$ cat src/rtl/bsg_beat_assembler.sv
// Collects els_p narrow beats, first beat in the LSBs, into one wide word.
// The full word is held until it is taken with yumi_i or dropped with clear_i.
module bsg_beat_assembler #(
    parameter int width_p = 4,
    parameter int els_p   = 4
) (
    input  logic                       clk_i,
    input  logic                       reset_i,
    input  logic                       valid_i,
    input  logic [width_p-1:0]         data_i,
    output logic                       ready_o,
    input  logic                       clear_i,
    output logic                       valid_o,
    output logic [width_p*els_p-1:0]   data_o,
    input  logic                       yumi_i
);

    localparam int count_w_lp = $clog2(els_p);
    localparam logic [count_w_lp-1:0] last_count_lp = count_w_lp'(els_p - 1);

    localparam logic [0:0] FILL = 1'b0;
    localparam logic [0:0] FULL = 1'b1;

    logic [0:0]                state_r, state_n;
    logic [count_w_lp-1:0]     count_r, count_n;
    logic [width_p*els_p-1:0]  data_r,  data_n;

    assign ready_o = (state_r == FILL) & ~clear_i & ~reset_i;
    assign valid_o = (state_r == FULL);
    assign data_o  = data_r;

    // clear_i wins over both beat acceptance and yumi_i; the word bits are left as-is
    always_comb begin
        state_n = state_r;
        count_n = count_r;
        data_n  = data_r;
        if (clear_i) begin
            state_n = FILL;
            count_n = '0;
        end else if (state_r == FILL) begin
            if (valid_i) begin
                data_n[count_r*width_p +: width_p] = data_i;
                if (count_r == last_count_lp) begin
                    count_n = '0;
                    state_n = FULL;
                end else begin
                    count_n = count_r + 1'b1;
                end
            end
        end else if (yumi_i) begin
            state_n = FILL;
        end
    end

    always_ff @(posedge clk_i) begin
        if (reset_i) begin
            state_r <= FILL;
            count_r <= '0;
            data_r  <= '0;
        end else begin
            state_r <= state_n;
            count_r <= count_n;
            data_r  <= data_n;
        end
    end

`ifndef SYNTHESIS
    always_ff @(posedge clk_i) begin
        if (!reset_i) begin
            assert (!(yumi_i && !valid_o))
            else $error("bsg_beat_assembler: yumi_i asserted while valid_o is low");
        end
    end
`endif

endmodule

$ cat config.mk
export PLATFORM = sky130hd
export DESIGN_NAME = bsg_beat_assembler
export DESIGN_NICKNAME = d
export VERILOG_FILES = /design/src/rtl/bsg_beat_assembler.sv
export SDC_FILE = /design/constraint.sdc
export NUM_CORES = 1
export LEC_CHECK = 0
export BUFFER_PORTS_ARGS = -buffer_cell sky130_fd_sc_hd__buf_2
export CAP_MARGIN = 20
export CORE_MARGIN = 2
export CORE_UTILIZATION = 49
export CTS_CLUSTER_SIZE = 14
export DETAILED_ROUTE_END_ITERATION = 8
export PLACE_DENSITY = 0.76
export SLEW_MARGIN = 20
export SYNTH_ARGS = -nofsm -noshare
export SYNTH_HDL_FRONTEND = slang
export SYNTH_SLANG_ARGS = --single-unit
$ cat constraint.sdc
create_clock -name clk_i -period 1.95 [get_ports clk_i]
set_clock_uncertainty 0.1 [all_clocks]
set_input_delay 0.39 -clock clk_i [delete_from_list [all_inputs] [get_ports clk_i]]
set_output_delay 0.39 -clock clk_i [all_outputs]
set_load 0.01 [all_outputs]
# Yosys cells after proc, flatten, opt, wreduce, memory -nomap -nowiden
# Cells that the tools add are included.
# totals
register_bits	19
in_bits	9
out_inout_bits	18
wordCells	22
# op_classes
add_sub_neg	2
eq_ne	1
n_shift	2
muxes	6
bitwise	5
reduce_logical	3
# op_table
operator	count
$neg A4 Y34	1
$shift A4 B34 Y16 const A	1
$shiftx A4 B34 Y16	1
$bwmux W16	1
$mux W1	4
$not A1 Y1	3
$reduce_and A3 Y1	1
$add A2 B1 Y2 const B	1
$and A1 B1 Y1	2
$eq A2 B2 Y1 const B	1
$mux W2	1
$reduce_and A2 Y1	1
$reduce_or A2 Y1	1

# Longest topological paths before layout
# logic_depth
ltp_word	4
ltp_mapped	5
depth_no_buf	5

# Worst setup path after synthesis
# Ideal clock, no wire load.
# synth_timing
path_kind	register to register
startpoint	reg count_r[0]
endpoint	reg data_r[10], in the netlist data_o[10]
setup_ns	0.070
t_arrival_ns	1.425
required_time_ns	1.780
slack_ns	0.354
stages_incl_launch_ff	6
n_path_buf	0
period_less_slack_ns	1.596
cell_sequence	dfxtp_1 > inv_1 > ha_1 > nor4b_2 > nand3_1 > a21oi_1
# synth_between
elab_chain_cells	3
word_cells_on_any_way	4
classes_between	add/sub (1); shift (2); mux (1)
# synth_rtl
element	line_no	rtl
from (decl)	25	logic [count_w_lp-1:0] count_r, count_n;
from (signal assigned)	62	count_r <= count_n;
$neg A4 Y34 (*)	42	data_n[count_r*width_p +: width_p] = data_i;
$shiftx A4 B34 Y16 or $shift A4 B34 Y16 (tied branches)	42	
$bwmux W16 (*)	42	
to (signal assigned)	63	data_r <= data_n;
to (decl)	26	logic [width_p*els_p-1:0] data_r, data_n;
# Every way passes the cells marked *; elsewhere a longest branch is shown, timed or not.
# A chain may end at the register's enable or synchronous reset.

# Worst setup path in the final report
# layout_timing
startpoint	reg count_r[1]
endpoint	reg data_r[9], in the netlist data_o[9]
# Same word-level chain as after synthesis.

==> metrics <==
Inserted Diodes 0; # IOs 27; R2R depth 5; Pre-antenna DRT Iters 4; initial antenna violation count 0; TritonCTS clock tree done; # clock sinks 19; DR WL/cell 13.38 um; Vias/cell 5.484; sequential area share after synthesis 41.64%; Die Y-Extent 47.18 um; cts bufs inserted 3; Tightest Pin Transition 0.3956 ns; final setup vio count 0; post-layout util 62.65%; # DRC 0; CTS clk-pin slew, worst paths 0.11 ns; hold buffers post-CTS 0; Synth Instances 102; Final period util 85.14%; YS warnings 0; Reg2Reg Capture Point data_o[9]$_SDFFE_PP0P_; via count 850; Unique masters post-synth 21; Initial Utilization 52.33%; port bufs 26; Longest Clk Path Bufs 2; critical path class register to register; internal power 0.4973 mW; syn_nets 116; Final Total Pwr 0.6668 mW; Setup crit end data_o[9]$_SDFFE_PP0P_; clock power share 30.0%; status finished clean; CP startpoint kind register; Rel. slew slack 73.56%; CP startpoint count_r[1]$_SDFFE_PP0P_; die area 0.002225 mm2; post-CTS sizing 0; setup tns final 0 ns; HP Class input port to register; leakage dissipation 0.4525 nW; H-tree depth 1; Layout area overhead 19.73%; Core Region 0.001745 mm2; DP HPWL 1.563 mm; Root Driver clkbuf_4; sequential share of power 59.2%; WL final 2.074 mm; Max-Cap Viols 0; Worst Path Arrival 1.81 ns; Slowest cell on crit path dfxtp_1; RSZ-0062 raised after global routing false; cell row count 15; clk_lat worst skew 0.30 ns; P per Cell Area 609.8 mW/mm2; RR Startpoint count_r[1]$_SDFFE_PP0P_; Max FO, Critical Path 5; Mapped Area 913.4 um2; Switch Pwr 0.1695 mW; Comb power frac 10.8%; flop-to-flop setup slack 0.29 ns; DR iter-0 viols 17; vias in the first global route 765; antenna viol nets, final 0; average cell area after synthesis 8.955 um2; post-synthesis register bit count 19; worst-path cell chain inv_1 > ha_1 > nor4b_2 > nand3_1 > a21oi_1; critical path required time 2.10 ns; CP max stage delay 0.39 ns; first-pass GRT wire length 3.194 mm; Final Hold Fails 0; Peak VDD IR 0.4529 mV; Setup Fix Bufs, Post-CTS 0; Fmax achieved 0.6023 GHz; Final Critical Period 1.660 ns; Setup crit end kind register; Nets 145; Die Wd 47.18 um; Sw Ratio 25.43%; Total GRT Usage 20.60%; final slew viol count 0; Congestion Overflow GR 0; pin count of the biggest net entering global routing 20; layout cells sized above 1 26.92%; hold path cells 3; GP Congestion 0.8190
==> routing by layer <==
layer	vias to the layer above	wire length, um	global-route usage, %
met3	5	98	3.462
li1	424	-	-
met5	-	0	0
met4	0	44	10.56
met1	395	883	23.15
met2	26	1047	36.99
==> power by group through the flow <==
| stage | registers [mW] | logic (mW) | clock network, mW |
|---|---|---|---|
| CTS | 0.395 | 0.0712 | 0.207 |
| global route | 0.396 | 0.0782 | 0.225 |
| floorplan | 0.407 | 0.0401 | 0 |
| finish | 0.395 | 0.0719 | 0.200 |
| detailed placement | 0.404 | 0.0708 | 0 |
| global placement | 0.404 | 0.0686 | 0 |
==> worst min path at each step <==
stage | from | to | slack [ns]
2_1_floorplan | data_o[10]$_SDFFE_PP0P_ | data_o[10]$_SDFFE_PP0P_ | 0.38
3_3_place_gp | data_o[11]$_SDFFE_PP0P_ | data_o[11]$_SDFFE_PP0P_ | 0.34
3_5_place_dp | data_o[5]$_SDFFE_PP0P_ | data_o[5]$_SDFFE_PP0P_ | 0.34
4_1_cts | data_i[2] | data_o[10]$_SDFFE_PP0P_ | 0.24
5_1_grt | data_i[2] | data_o[10]$_SDFFE_PP0P_ | 0.23
6_report | data_i[2] | data_o[10]$_SDFFE_PP0P_ | 0.26
==> synthesized netlist by cell type, drive strengths merged <==
cell	number	share of area [%]
buf	2	1.8
nand4bb	4	4.9
dfxtp	19	42
nor2	2	0.82
nand3	12	6.6
a21oi	16	8.8
nor3	4	2.2
nand4	4	2.7
and4bb	4	5.5
and3b	1	0.96
nand2	17	7.0
inv	2	0.82
and2b	1	0.82
nor2b	2	1.4
nor3b	1	1.4
clkbuf	2	0.82
mux2	1	1.2
ha	5	6.8
nor4b	1	1.6
mux2i	2	2.2
==> per-stage QoR <==
step | instances | setup WS (ns) | instance area [um2] | hold slack, ns
2_1_floorplan | 102 | 0.3545 | 913.4 | 0.3761
3_3_place_gp | 151 | 0.3902 | 1066 | 0.3373
3_5_place_dp | 151 | 0.3055 | 1066 | 0.3415
4_1_cts | 155 | 0.2890 | 1094 | 0.2423
5_1_grt | 155 | 0.1522 | 1094 | 0.2348
6_report | 155 | 0.2897 | 1094 | 0.2644
==> cell type report <==
class	count	area, um2
clock buffer	3	22.52
clock inverter	1	5.005
fill	157	651.9
inverter	2	7.507
multi-input combinational	77	501.7
sequential	19	380.4
tap	25	31.28
timing repair buffer	28	145.1
==> worst max-delay path, delay by kind of cell (launching register included) <==
| family | cells | cell delay (ns) |
|---|---|---|
| buffers and inverters | 1 | 0.10 |
| flip-flops | 1 | 0.39 |
| AO/OA/AOI/OAI | 1 | 0.15 |
| adder cells (fa/ha/maj) | 1 | 0.36 |
| AND/OR/NAND/NOR | 2 | 0.51 |
==> state kept, by name, summed over array words and instances, names as in the netlist <==
signal   count
data_o      16
count_r      2
valid_o      1
==> layout by cell type (no fill, tap or decap), drive strengths merged <==
master and instances:
and4bb 4, nand4bb 4, nor3b 1, clkinv 1
mux2i 2, nor4b 1, nor2b 2, ha 5
and2b 1, and3b 1, nor3 4, inv 2
nand2 17, nand4 4, nor2 2, buf 28
dfxtp 19, mux2 1, nand3 12, a21oi 16
clkbuf 3
==> cell families (layout without fill, tap and decap cells) <==
group,Yosys count,in the layout,share of synthesized area (%)
AOI/OAI and AO/OA,16,16,8.767
adders and majority gates,5,5,6.849
buffers and inverters,6,34,3.425
DFF,19,19,41.64
muxes,3,3,3.425
and+or+nand+nor,53,53,35.89
No activity file was read; power rests on OpenSTA's default activity.
